[config.mk]
export PLATFORM = sky130hd
export DESIGN_NAME = lc3_decode_stage
export DESIGN_NICKNAME = d
export VERILOG_FILES = /design/src/rtl/lc3_pkg.sv /design/src/rtl/lc3_scoreboard.sv /design/src/rtl/lc3_decode_stage.sv
export SDC_FILE = /design/constraint.sdc
export NUM_CORES = 1
export LEC_CHECK = 0
export ABC_CLOCK_PERIOD_IN_PS = 3200
export BUFFER_PORTS_ARGS = -buffer_cell sky130_fd_sc_hd__buf_4
export CAP_MARGIN = 30
export CORE_MARGIN = 2
export CORE_UTILIZATION = 28
export DETAILED_ROUTE_END_ITERATION = 12
export SLEW_MARGIN = 20
export SYNTH_ARGS = -nofsm -noshare
export SYNTH_HDL_FRONTEND = slang
export SYNTH_SLANG_ARGS = --single-unit
[constraint.sdc]
create_clock -name clock -period 3.2 [get_ports clock]
set_input_delay 0.64 -clock clock [delete_from_list [all_inputs] [get_ports clock]]
set_output_delay 0.64 -clock clock [all_outputs]
set_load 0.005 [all_outputs]
[src/rtl/lc3_pkg.sv]
`default_nettype none
// ============================================================================
//  Module      : lc3_pkg
//  Description : Shared types and the combinational instruction decoder for
//                the LC-3 decode stage.
//                - opcode_e   : 4-bit opcode enumeration
//                - reg_idx_t  : 3-bit architectural register index
//                - decoded_t  : decoded control bundle
//                - lc3_decode : instruction word -> decoded_t
//  Revision    : 1.0 - initial release
// ============================================================================
package lc3_pkg;

    localparam int LC3_WIDTH = 16;

    typedef logic [2:0] reg_idx_t;

    localparam reg_idx_t R7_IDX = 3'd7;

    typedef enum logic [3:0] {
        OP_BR   = 4'h0,
        OP_ADD  = 4'h1,
        OP_LD   = 4'h2,
        OP_ST   = 4'h3,
        OP_JSR  = 4'h4,
        OP_AND  = 4'h5,
        OP_LDR  = 4'h6,
        OP_STR  = 4'h7,
        OP_RTI  = 4'h8,
        OP_NOT  = 4'h9,
        OP_LDI  = 4'hA,
        OP_STI  = 4'hB,
        OP_JMP  = 4'hC,
        OP_RES  = 4'hD,
        OP_LEA  = 4'hE,
        OP_TRAP = 4'hF
    } opcode_e;

    // use_sr1/use_sr2 mark which read selects carry a real source operand.
    // R0 is a legal source, so a zero select alone cannot tell "unused".
    typedef struct packed {
        opcode_e                opcode;
        reg_idx_t               dr;
        reg_idx_t               sr1;
        reg_idx_t               sr2;
        logic [LC3_WIDTH-1:0]   imm;
        logic                   use_imm;
        logic                   writes_reg;
        logic                   sets_cc;
        logic                   illegal;
        logic                   use_sr1;
        logic                   use_sr2;
    } decoded_t;

    function automatic decoded_t lc3_decode(input logic [LC3_WIDTH-1:0] instr);
        decoded_t d;
        logic [LC3_WIDTH-1:0] sext5;
        logic [LC3_WIDTH-1:0] sext6;
        logic [LC3_WIDTH-1:0] sext9;
        logic [LC3_WIDTH-1:0] sext11;
        logic [LC3_WIDTH-1:0] zext8;
        sext5  = {{11{instr[4]}},  instr[4:0]};
        sext6  = {{10{instr[5]}},  instr[5:0]};
        sext9  = {{7{instr[8]}},   instr[8:0]};
        sext11 = {{5{instr[10]}},  instr[10:0]};
        zext8  = {8'h00,           instr[7:0]};
        d        = '0;
        d.opcode = opcode_e'(instr[15:12]);
        case (d.opcode)
            OP_ADD, OP_AND: begin
                d.dr         = instr[11:9];
                d.sr1        = instr[8:6];
                d.use_sr1    = 1'b1;
                d.use_imm    = instr[5];
                d.imm        = sext5;
                d.writes_reg = 1'b1;
                d.sets_cc    = 1'b1;
                if (!instr[5]) begin
                    d.sr2     = instr[2:0];
                    d.use_sr2 = 1'b1;
                end
            end
            OP_NOT: begin
                d.dr         = instr[11:9];
                d.sr1        = instr[8:6];
                d.use_sr1    = 1'b1;
                d.writes_reg = 1'b1;
                d.sets_cc    = 1'b1;
            end
            OP_LD, OP_LDI: begin
                d.dr         = instr[11:9];
                d.imm        = sext9;
                d.writes_reg = 1'b1;
                d.sets_cc    = 1'b1;
            end
            OP_LEA: begin
                d.dr         = instr[11:9];
                d.imm        = sext9;
                d.writes_reg = 1'b1;
            end
            OP_LDR: begin
                d.dr         = instr[11:9];
                d.sr1        = instr[8:6];
                d.use_sr1    = 1'b1;
                d.imm        = sext6;
                d.writes_reg = 1'b1;
                d.sets_cc    = 1'b1;
            end
            OP_ST, OP_STI: begin
                d.sr2     = instr[11:9];
                d.use_sr2 = 1'b1;
                d.imm     = sext9;
            end
            OP_STR: begin
                d.sr1     = instr[8:6];
                d.use_sr1 = 1'b1;
                d.sr2     = instr[11:9];
                d.use_sr2 = 1'b1;
                d.imm     = sext6;
            end
            OP_BR: begin
                d.imm = sext9;
            end
            OP_JMP: begin
                d.sr1     = instr[8:6];
                d.use_sr1 = 1'b1;
            end
            OP_JSR: begin
                d.dr         = R7_IDX;
                d.writes_reg = 1'b1;
                if (instr[11]) begin
                    d.imm = sext11;
                end else begin
                    d.sr1     = instr[8:6];
                    d.use_sr1 = 1'b1;
                end
            end
            OP_TRAP: begin
                d.dr         = R7_IDX;
                d.imm        = zext8;
                d.writes_reg = 1'b1;
            end
            default: begin
                // RTI and the reserved opcode: flagged and passed through
                // with no register side effects.
                d.illegal = 1'b1;
            end
        endcase
        return d;
    endfunction

endpackage
`default_nettype wire

[src/rtl/lc3_scoreboard.sv]
`default_nettype none
// ============================================================================
//  Module      : lc3_scoreboard
//  Description : Pending-write tracker, one busy bit per register.
//                set_en/set_idx     mark a register busy
//                clr_en/clr_idx     retire a register (ignored if not busy)
//                query_mask         registers the incoming instruction uses
//                query_hit          any queried register still busy after
//                                   this cycle's retire is applied
//                busy               current busy vector
//                A same-cycle set and clear of one index leaves it busy.
//  Revision    : 1.0 - initial release
// ============================================================================
module lc3_scoreboard #(
    parameter int NREGS = 8
) (
    input  logic                       clock,
    input  logic                       reset,
    input  logic                       set_en,
    input  logic [$clog2(NREGS)-1:0]   set_idx,
    input  logic                       clr_en,
    input  logic [$clog2(NREGS)-1:0]   clr_idx,
    input  logic [NREGS-1:0]           query_mask,
    output logic                       query_hit,
    output logic [NREGS-1:0]           busy
);

    logic [NREGS-1:0] set_mask;
    logic [NREGS-1:0] clear_mask;

    always_comb begin
        set_mask   = '0;
        clear_mask = '0;
        if (set_en) begin
            set_mask[set_idx] = 1'b1;
        end
        if (clr_en) begin
            clear_mask[clr_idx] = 1'b1;
        end
    end

    // Retire first, then set, so a same-cycle set of the same index wins.
    always_ff @(posedge clock) begin
        if (reset) begin
            busy <= '0;
        end else begin
            busy <= (busy & ~clear_mask) | set_mask;
        end
    end

    // The retiring register is already considered free, so a writeback
    // releases a stall in the same cycle.
    assign query_hit = |(query_mask & busy & ~clear_mask);

endmodule
`default_nettype wire

[src/rtl/lc3_decode_stage.sv]
`default_nettype none
// ============================================================================
//  Module      : lc3_decode_stage
//  Description : LC-3 instruction decode stage in front of the register file.
//                Accepts instr/pc on a valid/ready handshake, registers the
//                decoded bundle and the register-file read selects one cycle
//                later, and holds them until execute takes them.
//                Optional macro SCOREBOARD_EN: tracks pending register writes
//                and stalls on RAW/WAW hazards until writeback retires them.
//                Without it there is no hazard stall and wb_* are ignored.
//  Ports       : clock, reset                 clock / sync active-high reset
//                in_valid, in_ready, instr, pc fetch side
//                SR1, SR2                      registered read selects
//                out_valid, out_ready          execute side handshake
//                opcode, dr, imm, pc_q,
//                use_imm, writes_reg, sets_cc,
//                illegal                       decoded bundle
//                wb_valid, wb_dr               writeback retire
//  Revision    : 1.0 - initial release
// ============================================================================
module lc3_decode_stage
    import lc3_pkg::*;
#(
    parameter int WIDTH = 16,
    parameter int NREGS = 8
) (
    input  logic              clock,
    input  logic              reset,
    input  logic              in_valid,
    output logic              in_ready,
    input  logic [WIDTH-1:0]  instr,
    input  logic [WIDTH-1:0]  pc,
    output logic [2:0]        SR1,
    output logic [2:0]        SR2,
    output logic              out_valid,
    input  logic              out_ready,
    output logic [3:0]        opcode,
    output logic [2:0]        dr,
    output logic [WIDTH-1:0]  imm,
    output logic [WIDTH-1:0]  pc_q,
    output logic              use_imm,
    output logic              writes_reg,
    output logic              sets_cc,
    output logic              illegal,
    input  logic              wb_valid,
    input  logic [2:0]        wb_dr
);

    decoded_t         dec;
    logic             hazard;
    logic             accept;
    logic             xfer;
    logic [NREGS-1:0] query_mask;

    assign dec = lc3_decode(instr);

    // Registers the incoming instruction depends on: real sources plus the
    // destination (WAW) when it writes.
    always_comb begin
        query_mask = '0;
        if (dec.use_sr1) begin
            query_mask[dec.sr1] = 1'b1;
        end
        if (dec.use_sr2) begin
            query_mask[dec.sr2] = 1'b1;
        end
        if (dec.writes_reg) begin
            query_mask[dec.dr] = 1'b1;
        end
    end

`ifdef SCOREBOARD_EN
    logic [NREGS-1:0] sb_busy;
    logic             unused_sb;

    lc3_scoreboard #(
        .NREGS      (NREGS)
    ) u_scoreboard (
        .clock      (clock),
        .reset      (reset),
        .set_en     (accept & dec.writes_reg),
        .set_idx    (dec.dr),
        .clr_en     (wb_valid),
        .clr_idx    (wb_dr),
        .query_mask (query_mask),
        .query_hit  (hazard),
        .busy       (sb_busy)
    );

    assign unused_sb = ^sb_busy;
`else
    logic unused_wb;

    assign hazard    = 1'b0;
    assign unused_wb = ^{wb_valid, wb_dr, query_mask};
`endif

    assign in_ready = (!out_valid || out_ready) && !hazard;
    assign accept   = in_valid && in_ready;
    assign xfer     = out_valid && out_ready;

    always_ff @(posedge clock) begin
        if (reset) begin
            out_valid  <= 1'b0;
            SR1        <= '0;
            SR2        <= '0;
            opcode     <= '0;
            dr         <= '0;
            imm        <= '0;
            pc_q       <= '0;
            use_imm    <= 1'b0;
            writes_reg <= 1'b0;
            sets_cc    <= 1'b0;
            illegal    <= 1'b0;
        end else if (accept) begin
            out_valid  <= 1'b1;
            SR1        <= dec.sr1;
            SR2        <= dec.sr2;
            opcode     <= dec.opcode;
            dr         <= dec.dr;
            imm        <= dec.imm;
            pc_q       <= pc;
            use_imm    <= dec.use_imm;
            writes_reg <= dec.writes_reg;
            sets_cc    <= dec.sets_cc;
            illegal    <= dec.illegal;
        end else if (xfer) begin
            out_valid  <= 1'b0;
        end
    end

endmodule
`default_nettype wire

==> impl_summary.md <==
Run status
The run finished with clean final reports.

Power and ir drop
Across the VDD grid, the largest voltage drop is 179 µV. The completed layout was analyzed and its total power is 1180 µW. The power density over the cells is 441 mW/mm². The leakage power total is 0.00116 µW.

Worst hold path
In this run the worst hold path is classified as flop to flop. The worst hold path terminates at imm[2]$_SDFFE_PP0P_. The number of stages on the worst hold path is 2. The worst hold path begins at imm[2]$_SDFFE_PP0P_.

Timing
The shortest clock period the worst path allows after layout is 1760 ps. The period utilization is 55.1%. The relative max-transition margin is 57.3%. The total count of hold-check failures in the final report is 0. The minimum hold slack is 455 ps. The final sum of negative setup slack is 0 ps.

After layout, the worst setup slack is 1440 ps. Static timing analysis puts the maximum clock frequency at 567 MHz. The pin slew with the least headroom to its limit is 639 ps.

The number of max-slew violations in the final report is 0. Setup repair after global routing left no endpoint under its margin. On the final layout, the worst clock skew is 2.58 ps.

Setup violations remaining at the end of the flow were counted as 0.

Final layout
The most common cell after layout, fill and taps aside is sky130_fd_sc_hd__buf_4. The register with the most flip-flops in the layout has 16 of them. In the layout the commonest cells are sky130_fd_sc_hd__buf_4, sky130_fd_sc_hd__nand2_1, sky130_fd_sc_hd__dfxtp_1, sky130_fd_sc_hd__a21oi_1, sky130_fd_sc_hd__nand3_1.

The count of nets after finishing is 351. The area growth from synthesis to final layout is 37.7%. The layout cell share with drive strength beyond 1 is 33.0%. 0 antenna diodes ended up in the layout. The post-layout instance area is 0.00267 mm².

Counting the fill cells in the layout gives 730. The register with the most flip-flops is pc_q. The largest registers in the layout are pc_q: 16 flops, imm: 11 flops, opcode: 4 flops.

Setup path
The type of destination of the critical path is a flop. The worst register-to-register path has a setup slack of 1550 ps. At the worst endpoint, the arrival time is 1940 ps.

The largest stage delay on the critical path is 370 ps. The library cell appearing most often on the critical path is sky130_fd_sc_hd__buf_4. The endpoint of the worst-slack reg-to-reg timing path is SR2[2]$_SDFFE_PP0P_. The highest fanout seen on the critical path is 18.

Walking the worst path, the cells encountered are buf_4 -> nand2b_4 -> nand2_1 -> buf_4 -> a221oi_1 -> nor3_1. The type of the worst setup path is input port to flop. Data on the critical path is required at its endpoint by 3370 ps.

The worst flop-to-flop path startpoint is out_valid$_SDFFE_PP0P_. STA classifies the critical path startpoint as an input port. Measured in cells, the most critical reg-to-reg path has a length of 5. The critical path's slowest cell is sky130_fd_sc_hd__nand2_1.

Floorplanning
In this run the core area contains 30 standard-cell rows. The standard cell core area is 0.00676 mm². The die boundary height is 87.3 µm. 91 I/O pins were placed.

The die covers 0.00762 mm². The horizontal die dimension is 87.3 µm. The initial core utilization is 28.7%.

Synth
Counting flops with a built-in enable in the synthesized netlist gives 0. Sequential cells were found to cover 46.4% of the synthesized design area. The warning count from the yosys run is 0. The count of mapped cells out of synthesis is 236. The net count after synthesis is 276.

After synthesis the netlist holds a flip-flop and latch count of 45. The average cell area after synthesis is 8.23 µm². The netlist uses 38 different library cells. Among all flip-flop cells after synthesis, the most frequent one is sky130_fd_sc_hd__dfxtp_1. In this run the cell area of the synthesized design comes to 0.00194 mm². The async set or reset register ratio after synthesis is 0%.

Clock network
The post-cts hold buffer count is 0. Counting every sink on the clock net gives 45. The number of buffers created by CTS is 5. The maximum level of the CTS H-tree is 2.

The count of buffers added by post-CTS timing repair for setup is 0. TritonCTS built the clock tree. The clock root buffer master is sky130_fd_sc_hd__clkbuf_8. The number of gates given a new drive strength after cts is 0. No sink is reached through more buffers than the 2 on the longest clock path.

Clock-pin slew was measured on the worst setup and hold paths at 80 ps. For the worst-skew pair, the clock arrives at the later sink with an insertion delay of 290 ps.

GRT
The total routing usage reported by global routing is 15.0%. The number of global-route vias before repair is 1,785. The first-pass GRT wire length is 8980 µm. For this run the aggregate overflow at the end of global routing stands at 0.

The initial antenna violation count is 0. The pin count of the biggest net entering global routing is 46.

Flow run
Max-cap violations in this run came to 0.

Detailed routing
The routed design has 5520 µm of wire. The DRC violation total after the first TritonRoute iteration is 69. The overall via count from detail_route is 1,904.

The post-detailed-route DRC marker count is 0. Once detail routing completed, the nets flagged for antenna violations numbered 0. After detailed routing, the number of vias per cell comes to 4.86. Before antenna repair, the detailed router went through 4 iterations. The average wire length per cell after detail routing is 14.1 µm.

Place
The wire-length estimate of the detail-placed layout is 3880 µm. The placed cell area is 0.00259 mm². Input and output buffers added on the ports amount to 86. The routability-driven placement congestion ratio is 0.747.

Before CTS, the worst setup slack after placement is 1120 ps.
worst max-delay path: cells and delay by family:
kind | cells | cell delay, ps
AO/OA/AOI/OAI | 1 | 290
AND/OR/NAND/NOR | 3 | 580
buffers and inverters | 2 | 420
synthesized netlist by cell type, types with 2 or more instances:
| cell type | count | area (µm²) |
|---|---|---|
| sky130_fd_sc_hd__nor2_1 | 9 | 33.8 |
| sky130_fd_sc_hd__a21oi_1 | 36 | 180 |
| sky130_fd_sc_hd__a22o_1 | 3 | 26.3 |
| sky130_fd_sc_hd__nand2b_1 | 3 | 18.8 |
| sky130_fd_sc_hd__a211oi_1 | 3 | 22.5 |
| sky130_fd_sc_hd__nand3_1 | 12 | 60.1 |
| sky130_fd_sc_hd__a221oi_1 | 3 | 26.3 |
| sky130_fd_sc_hd__nor3_1 | 7 | 35.0 |
| sky130_fd_sc_hd__nor2b_1 | 3 | 18.8 |
| sky130_fd_sc_hd__nand2_1 | 52 | 195 |
| sky130_fd_sc_hd__inv_1 | 2 | 7.51 |
| sky130_fd_sc_hd__nand3b_1 | 7 | 52.6 |
| sky130_fd_sc_hd__buf_2 | 6 | 30.0 |
| sky130_fd_sc_hd__dfxtp_1 | 45 | 901 |
| sky130_fd_sc_hd__nand4b_1 | 3 | 26.3 |
| sky130_fd_sc_hd__or3_1 | 3 | 18.8 |
| sky130_fd_sc_hd__buf_4 | 10 | 75.1 |
| sky130_fd_sc_hd__o2bb2ai_1 | 3 | 26.3 |
| sky130_fd_sc_hd__and2_1 | 2 | 12.5 |
| sky130_fd_sc_hd__o21ai_0 | 2 | 10.0 |
| sky130_fd_sc_hd__clkbuf_1 | 5 | 18.8 |
how the worst max path moves through the flow:
stage / cells after the start / from / end
after floorplan: 6 / out_ready / imm[3]$_SDFFE_PP0P_
after global placement: 6 / out_ready / SR2[2]$_SDFFE_PP0P_
after detailed placement: 6 / out_ready / SR2[2]$_SDFFE_PP0P_
after CTS: 6 / out_ready / SR2[2]$_SDFFE_PP0P_
after global routing: 6 / out_ready / SR2[2]$_SDFFE_PP0P_
final: 6 / out_ready / SR2[2]$_SDFFE_PP0P_
metrics by stage:
stage	util, %	instances
after global placement	38.3	384
after detailed placement	38.3	384
after CTS	39.6	392
after floorplan	-	236
final	39.6	392
after global routing	39.6	392
final cells by class:
type | count | area, µm² | share of cell area, %
clock inverter | 1 | 7.51 | 0.281
inverter | 2 | 7.51 | 0.281
clock buffer | 7 | 76.3 | 2.85
sequential | 45 | 901 | 33.7
timing repair buffer | 90 | 676 | 25.3
multi-input combinational | 167 | 906 | 33.9
tap | 80 | 100 | 3.74
logic make-up (layout without fill, tap and decap cells):
logic type	after synthesis	in the layout	share of synthesized area [%]
multiplexers	1	1	0.515
flip-flops	45	45	46.4
buffers and inverters	24	100	6.96
AO/OA/AOI/OAI	59	59	19.0
AND/OR/NAND/NOR	107	107	27.1
where the power goes:
part | internal [µW] | switching (µW)
clock network | 155 | 194
registers | 592 | 17.4
logic | 112 | 108
per-layer routing:
layer	global-route usage [%]	share of wire (%)	vias to the layer above	wire length, µm
met5	0	0	-	0
met1	20.3	47	890	2590
met4	5.03	1.7	0	95
li1	-	-	959	-
met2	23.7	46	47	2540
met3	3.32	5.3	8	292
No activity file was read; power rests on OpenSTA's default activity.
